File: src/rtl/byte_stream_arb_pkg.sv
`default_nettype none
// ---------------------------------------------------------------------------
// byte_stream_arb_pkg : shared state encoding and constants for byte_stream_arb
// Revision: 1.0
// ---------------------------------------------------------------------------
package byte_stream_arb_pkg;

  localparam logic [1:0] c_st_idle   = 2'd0;
  localparam logic [1:0] c_st_grant0 = 2'd1;
  localparam logic [1:0] c_st_grant1 = 2'd2;
  localparam logic [1:0] c_st_pad    = 2'd3;

  localparam logic [7:0] PAD_BYTE = 8'h00;

  localparam int BURST_PAIRS_DEFAULT = 4;
  localparam int STALL_LIMIT_DEFAULT = 15;

endpackage
`default_nettype wire

File: src/rtl/byte_stream_arb.sv
`default_nettype none
// ---------------------------------------------------------------------------
// byte_stream_arb : two-source byte arbiter feeding an 8-to-16 packer
// Revision: 1.0
// ---------------------------------------------------------------------------
module byte_stream_arb
  import byte_stream_arb_pkg::*;
#(
  parameter int BURST_PAIRS = BURST_PAIRS_DEFAULT,
  parameter int STALL_LIMIT = STALL_LIMIT_DEFAULT
) (
  input  logic       clk,
  input  logic       rst,
  input  logic [7:0] s0_data,
  input  logic       s0_vld,
  output logic       s0_rdy,
  input  logic [7:0] s1_data,
  input  logic       s1_vld,
  output logic       s1_rdy,
  output logic [7:0] m_data,
  output logic       m_vld,
  output logic       m_ch,
  output logic       m_sof,
  output logic       busy,
  output logic       stall_err
);

  localparam int c_byte_w = $clog2(2 * BURST_PAIRS);
  localparam int c_stall_w = $clog2(STALL_LIMIT + 1);
  localparam logic [c_byte_w-1:0]  c_byte_last  = c_byte_w'(2 * BURST_PAIRS - 1);
  localparam logic [c_stall_w-1:0] c_stall_last = c_stall_w'(STALL_LIMIT - 1);

  logic [1:0]           r_state;
  logic [c_byte_w-1:0]  r_byte_cnt;
  logic [c_stall_w-1:0] r_stall_cnt;
  logic                 r_last;
  logic [7:0]           r_m_data;
  logic                 r_m_vld;
  logic                 r_m_ch;
  logic                 r_m_sof;
  logic                 r_stall_err;

  logic       w_sel_vld;
  logic [7:0] w_sel_data;
  logic       w_pick;
  logic       w_burst_end;
  logic       w_stall_hit;

  always_comb begin
    w_sel_vld   = (r_state == c_st_grant1) ? s1_vld : s0_vld;
    w_sel_data  = (r_state == c_st_grant1) ? s1_data : s0_data;
    // On contention the source that was not served last wins.
    w_pick      = (s0_vld && s1_vld) ? ~r_last : s1_vld;
    w_burst_end = (r_byte_cnt == c_byte_last);
    w_stall_hit = (r_stall_cnt == c_stall_last);
  end

  always_ff @(posedge clk or posedge rst) begin
    if (rst) begin
      r_state     <= c_st_idle;
      r_byte_cnt  <= '0;
      r_stall_cnt <= '0;
      r_last      <= 1'b1;
      r_m_data    <= 8'h00;
      r_m_vld     <= 1'b0;
      r_m_ch      <= 1'b0;
      r_m_sof     <= 1'b0;
      r_stall_err <= 1'b0;
    end else begin
      r_m_vld     <= 1'b0;
      r_m_sof     <= 1'b0;
      r_stall_err <= 1'b0;
      case (r_state)
        c_st_idle: begin
          if (s0_vld || s1_vld) begin
            r_state     <= w_pick ? c_st_grant1 : c_st_grant0;
            r_last      <= w_pick;
            r_byte_cnt  <= '0;
            r_stall_cnt <= '0;
          end
        end
        c_st_grant0, c_st_grant1: begin
          if (w_sel_vld) begin
            r_m_data    <= w_sel_data;
            r_m_vld     <= 1'b1;
            r_m_ch      <= r_last;
            r_m_sof     <= (r_byte_cnt == '0);
            r_stall_cnt <= '0;
            if (w_burst_end) begin
              r_state    <= c_st_idle;
              r_byte_cnt <= '0;
            end else begin
              r_byte_cnt <= r_byte_cnt + 1'b1;
            end
          end else if (w_stall_hit) begin
            // An odd byte count needs a filler byte to keep 16-bit pairing aligned.
            r_state     <= r_byte_cnt[0] ? c_st_pad : c_st_idle;
            r_byte_cnt  <= '0;
            r_stall_cnt <= '0;
          end else begin
            r_stall_cnt <= r_stall_cnt + 1'b1;
          end
        end
        c_st_pad: begin
          r_m_data    <= PAD_BYTE;
          r_m_vld     <= 1'b1;
          r_m_ch      <= r_last;
          r_stall_err <= 1'b1;
          r_state     <= c_st_idle;
        end
        default: r_state <= c_st_idle;
      endcase
    end
  end

  assign s0_rdy    = (r_state == c_st_grant0);
  assign s1_rdy    = (r_state == c_st_grant1);
  assign busy      = (r_state == c_st_grant0) || (r_state == c_st_grant1);
  assign m_data    = r_m_data;
  assign m_vld     = r_m_vld;
  assign m_ch      = r_m_ch;
  assign m_sof     = r_m_sof;
  assign stall_err = r_stall_err;

endmodule
`default_nettype wire

File: config.mk
export PLATFORM = sky130hd
export DESIGN_NAME = byte_stream_arb
export DESIGN_NICKNAME = d
export VERILOG_FILES = /design/src/rtl/byte_stream_arb_pkg.sv /design/src/rtl/byte_stream_arb.sv
export SDC_FILE = /design/constraint.sdc
export NUM_CORES = 1
export LEC_CHECK = 0
export ABC_AREA = 0
export BUFFER_PORTS_ARGS = -buffer_cell sky130_fd_sc_hd__buf_4
export CAP_MARGIN = 25
export CORE_MARGIN = 2
export CORE_UTILIZATION = 53
export DETAILED_ROUTE_END_ITERATION = 10
export PLACE_DENSITY = 0.79
export SLEW_MARGIN = 10
export SYNTH_ARGS = -nofsm -noshare
export SYNTH_HDL_FRONTEND = slang
export SYNTH_SLANG_ARGS = --single-unit
File: constraint.sdc
create_clock -name clk -period 3.97 [get_ports clk]
set_input_delay 0.794 -clock clk [delete_from_list [all_inputs] [get_ports clk]]
set_output_delay 0.794 -clock clk [all_outputs]
set_load 0.005 [all_outputs]
# Word-level counts from Yosys, hierarchy flattened
# Cells that the tools add are included.
# word_totals
regBits	22
# classes
bitwise_logic	1
n_addsub	2
n_reduce_logical	13
muxes	28
n_eq_ne	9
# ops
cell	count
8-bit 2-to-1 mux	2
8-bit case mux with 2 select lines	1
2-bit 2-to-1 mux	6
3-bit 2-to-1 mux	4
4-bit 2-to-1 mux	3
4-bit case mux with 2 select lines	1
1-bit 2-to-1 mux	7
3-bit != test, second input constant	2
2-bit case mux with 3 select lines	1
3-bit case mux with 2 select lines	1
2-bit AND reduction	3
3-bit AND reduction	2
4-bit by 1-bit adder with 4-bit output, second input constant	1
2-bit == test, second input constant	2
4-bit == test, second input constant	1
2-bit != test, second input constant	2
1-bit case mux with 2 select lines	2
2-bit nonzero test	2
3-bit by 1-bit adder with 3-bit output, second input constant	1
3-bit == test, second input constant	1
3-bit zero test	1
2-bit by 1-bit == test with 1-bit output, second input constant	1
2-bit zero test	1
1-bit logical OR	2
3 further kinds	3

# Longest topological paths before layout
# logic_depth
word_depth	5
depth_mapped	7

# Least setup slack after synthesis
# No wires, ideal clock.
# synth_timing
kind	register to register
startpoint	register r_state[0]
endpoint	register r_m_ch (netlist: m_ch)
required_time_ns	3.845
n_path_buf	0
path_stages_with_launch	6
path_slack_ns	2.187
setup_time_ns	0.125
arrival_ns	1.658
cell_sequence	dfrtp_1 > inv_1 > ha_1 > mux2_4 > mux2i_4 > mux2_2
# synth_between
elab_chain_cells	4
word_cells_on_any_way	9
cone_classes	eq/ne (4); mux (2); reduce/logical (3)
# synth_rtl
item	line_no	rtl
from (decl)	byte_stream_arb.sv:33	logic [1:0] r_state;
from (signal assigned)	byte_stream_arb.sv:60	r_state <= c_st_idle;
from (signal assigned)	byte_stream_arb.sv:76	r_state <= w_pick ? c_st_grant1 : c_st_grant0;
from (signal assigned)	byte_stream_arb.sv:90	r_state <= c_st_idle;
2-bit == test / 2-bit by 1-bit == test with 1-bit output (equally long branches)	byte_stream_arb.sv:50, byte_stream_arb.sv:73	
1-bit 2-to-1 mux / 2-bit OR reduction (equally long branches)	byte_stream_arb.sv:50, byte_stream_arb.sv:73	
2-bit != test (no line) / 2-bit nonzero test (equally long branches)	--	
2-bit AND reduction (no line)	--	
to (signal assigned)	byte_stream_arb.sv:86	r_m_ch <= r_last;
to (signal assigned)	byte_stream_arb.sv:107	r_m_ch <= r_last;
to (decl)	byte_stream_arb.sv:39	logic r_m_ch;
# Parallel ways exist; a longest one is shown, timed or not.
# A chain may end at the register's enable or synchronous reset.

# Worst setup path in the final report
# layout_timing
startpoint	register r_state[0]
endpoint	output port s1_rdy
# layout_between
elab_chain_cells	1
# layout_rtl
item	line_no	rtl
2-bit == test	byte_stream_arb.sv:117	assign s1_rdy = (r_state == c_st_grant1);
to (decl)	byte_stream_arb.sv:19	output logic s1_rdy,
# No other way between the ends.

==> results.py <==
metrics = {
    "status": {
        "run_status": "finished clean",
    },
    "routing": {
        "drt_iter0_drc": 17,
        "drc": 0,
        "viasPerCell": 5.41,
        "postRouteAntennaNets": 0,
        "via_count": 936,
        "wl_per_cell_um": 14.6,
        "routed_wl_um": 2520,
        "dr.pass1.iters": 5,
    },
    "clock_network": {
        "numClockSinks": 22,
        "clk_latency_ps": 310,
        "clockRootBuffer": "clkbuf_4",
        "cts-hold-fix-buffers": 0,
        "clockBufferDepth": 2,
        "post_cts_resized": 0,
        "cts_tree": "done",
        "cts_buffers": 3,
        "post-cts-setup-buffers": 0,
        "clk_pin_slew_ps": 120,
        "ctsHtreeMaxLevel": 1,
    },
    "sta": {
        "finalHoldViolations": 0,
        "setup_viol": 0,
        "worst_slew_pin_slew_ps": 819,
        "max_freq_mhz": 415,
        "fin_worst_skew_ps": 0.807,
        "final_max_slew_viol_count": 0,
        "grt_setup_unrepaired": "false",
        "finalCriticalPeriod_ps": 2410,
        "timing.max_slew.rel_slack_pct": 45.4,
        "final.setup.tns_ps": 0,
        "finalCritPeriodShare_pct": 60.7,
    },
    "placement": {
        "dp.cells": 169,
        "dp_hpwl_um": 1940,
        "port_buffers": 34,
        "gp_congestion": 0.879,
    },
    "cells_and_area": {
        "nets": 177,
        "layout_common_cells": "34 x buf_4, 21 x dfrtp_1, 15 x nand2_1",
        "fillCellCount": 178,
        "diodes": 0,
        "drive_above_1_share_pct": 31.0,
        "layout_commonest_cell": "buf_4",
        "syn2layout_area_growth_pct": 25.2,
        "stdcell_count": 173,
    },
    "logic_synthesis": {
        "synth_seq_cells": 22,
        "synth_nets": 142,
        "synthAdderAreaFrac_pct": 11.3,
        "muxShareOfSynthArea_pct": 12.4,
        "netlist.area_leader.share_pct": 43.1,
        "synth_top_family_by_area": "compound AO/OA/AOI/OAI gates",
        "yosysWarnings": 0,
        "synth.top_cells.by_area": "dfrtp_1 43%, ha_1 11%, mux2i_1 6.6%",
        "yosysUniqueCellTypes": 35,
        "synthesis.area_um2": 1220,
        "yosys.area_share.simple_pct": 12.5,
        "synth-compound-area-share_pct": 15.0,
        "ys.flop_type": "dfrtp_1",
        "async_flop_share_pct": 100,
        "synth_largest_area_cell": "dfrtp_1",
        "yosysSeqAreaShare_pct": 45.3,
        "syn_inst": 111,
        "synth_edf_count": 0,
        "synth_xor_xnor_area_share_pct": 0,
        "avgSynthCellArea_um2": 11.0,
    },
    "worst_setup_path": {
        "cp-end-kind": "primary output",
        "reg2reg_from": "r_state[0]",
        "crit_fanout": 9,
        "crit_path_start": "r_state[0]",
        "critical_path_class": "reg2out",
        "worst_setup_path_start_kind": "flop",
        "r2r-end": "m_ch",
        "endpoint": "s1_rdy",
        "reg2regPathDepth": 4,
        "required_ps": 3180,
        "cp.arrival_ps": 1620,
        "r2r_slack_ps": 1830,
    },
    "floorplan": {
        "dieArea_um2": 2700,
        "core_um2": 2190,
        "initial_core_util_pct": 55.6,
        "die_width_um": 52.0,
        "pin_count": 35,
        "fp-row-count": 17,
        "fp.dieH_um": 52.0,
    },
    "grt": {
        "grt_overflow": 0,
        "grt_max_degree": 23,
        "grt_usage_pct": 20.3,
        "grt_pass1_wl_um": 3920,
        "antenna_found_initial": 0,
        "grt_pass1_vias": 890,
    },
    "pwr": {
        "power_density_nw_per_um2": 800,
        "p_seq_share_pct": 31.7,
        "switching_share_pct": 41.5,
        "peakVddDrop_mv": 0.541,
        "p_comb_share_pct": 58.1,
        "p_sw_uw": 506,
        "p_int_uw": 714,
        "p_leak_uw": 0.000769,
        "pwr-share-clk_pct": 10.2,
    },
    "job": {
        "maxCapViolCount": 0,
    },
    "worst_hold_path": {
        "min_path_type": "reg2reg",
    },
}
critical path, stage by stage (launching register included):
cell and delay [ps]:
dfrtp_1 440, inv_1 150, ha_1 510, buf_4 210
cells in the mapped netlist (2+ instances only):
cell type / number
dfrtp_1: 21
nand2_1: 15
ha_1: 11
o31ai_1: 9
mux2i_1: 8
inv_1: 6
nand3_1: 4
nor2_1: 3
a21o_1: 2
a22o_1: 2
a2bb2oi_1: 2
a31oi_1: 2
buf_1: 2
mux2i_4: 2
o21ai_0: 2
power groups by stage:
stage	Clock [uW]	Combinational [uW]	Sequential, uW
floorplan	0	479	387
detailed placement	0	706	393
CTS	128	707	388
global placement	0	675	387
global route	137	778	401
finish	124	709	387
registers in the layout (all words and copies together) (netlist names):
signal and count:
m_data 8, stall_err 1, r_last 1, m_sof 1, r_stall_cnt 4, m_vld 1
r_byte_cnt 3, r_state 2, m_ch 1
worst min-delay path by stage:
stage               slack [ps]  cells after the start      start   endpoint
finish                     500                      2  m_data[5]  m_data[5]
global route               530                      2  m_data[6]  m_data[6]
CTS                        500                      2  m_data[3]  m_data[3]
detailed placement         470                      2  m_data[3]  m_data[3]
global placement           460                      2  m_data[0]  m_data[0]
floorplan                  470                      2  m_data[0]  m_data[0]
logic make-up after synthesis:
group	count (synthesis)
compound gates	25
mux	12
buf+inv	10
fa+ha+maj	11
simple gates	31
flops	22
final cells by class:
class,count,area (um^2),area share (%)
clock buffer,4,36.3,2.38
inverter,6,22.5,1.48
multi-input combinational,79,624,40.9
sequential,22,552,36.2
tap,28,35.0,2.30
timing repair buffer,34,255,16.7
metrics by stage:
step                      util, %  area (um^2)  hold WS (ps)  total power (uW)  setup slack, ps
after floorplan                 -         1220           471               866             2190
after global placement       68.0         1490           463              1060             1860
after detailed placement     68.0         1490           468              1100             1820
after CTS                    69.6         1530           497              1220             1550
after global routing         69.6         1530           528              1320             1460
final                        69.6         1530           496              1220             1560
per-layer routing:
layer | part of all wire [%] | up-vias | track usage [%]
met5 | 0 | - | 0
li1 | - | 463 | -
met1 | 41 | 441 | 23.1
met4 | 1.6 | 0 | 10.5
met3 | 7.3 | 4 | 4.89
met2 | 50 | 28 | 35.0
No activity file was read; power rests on OpenSTA's default activity.
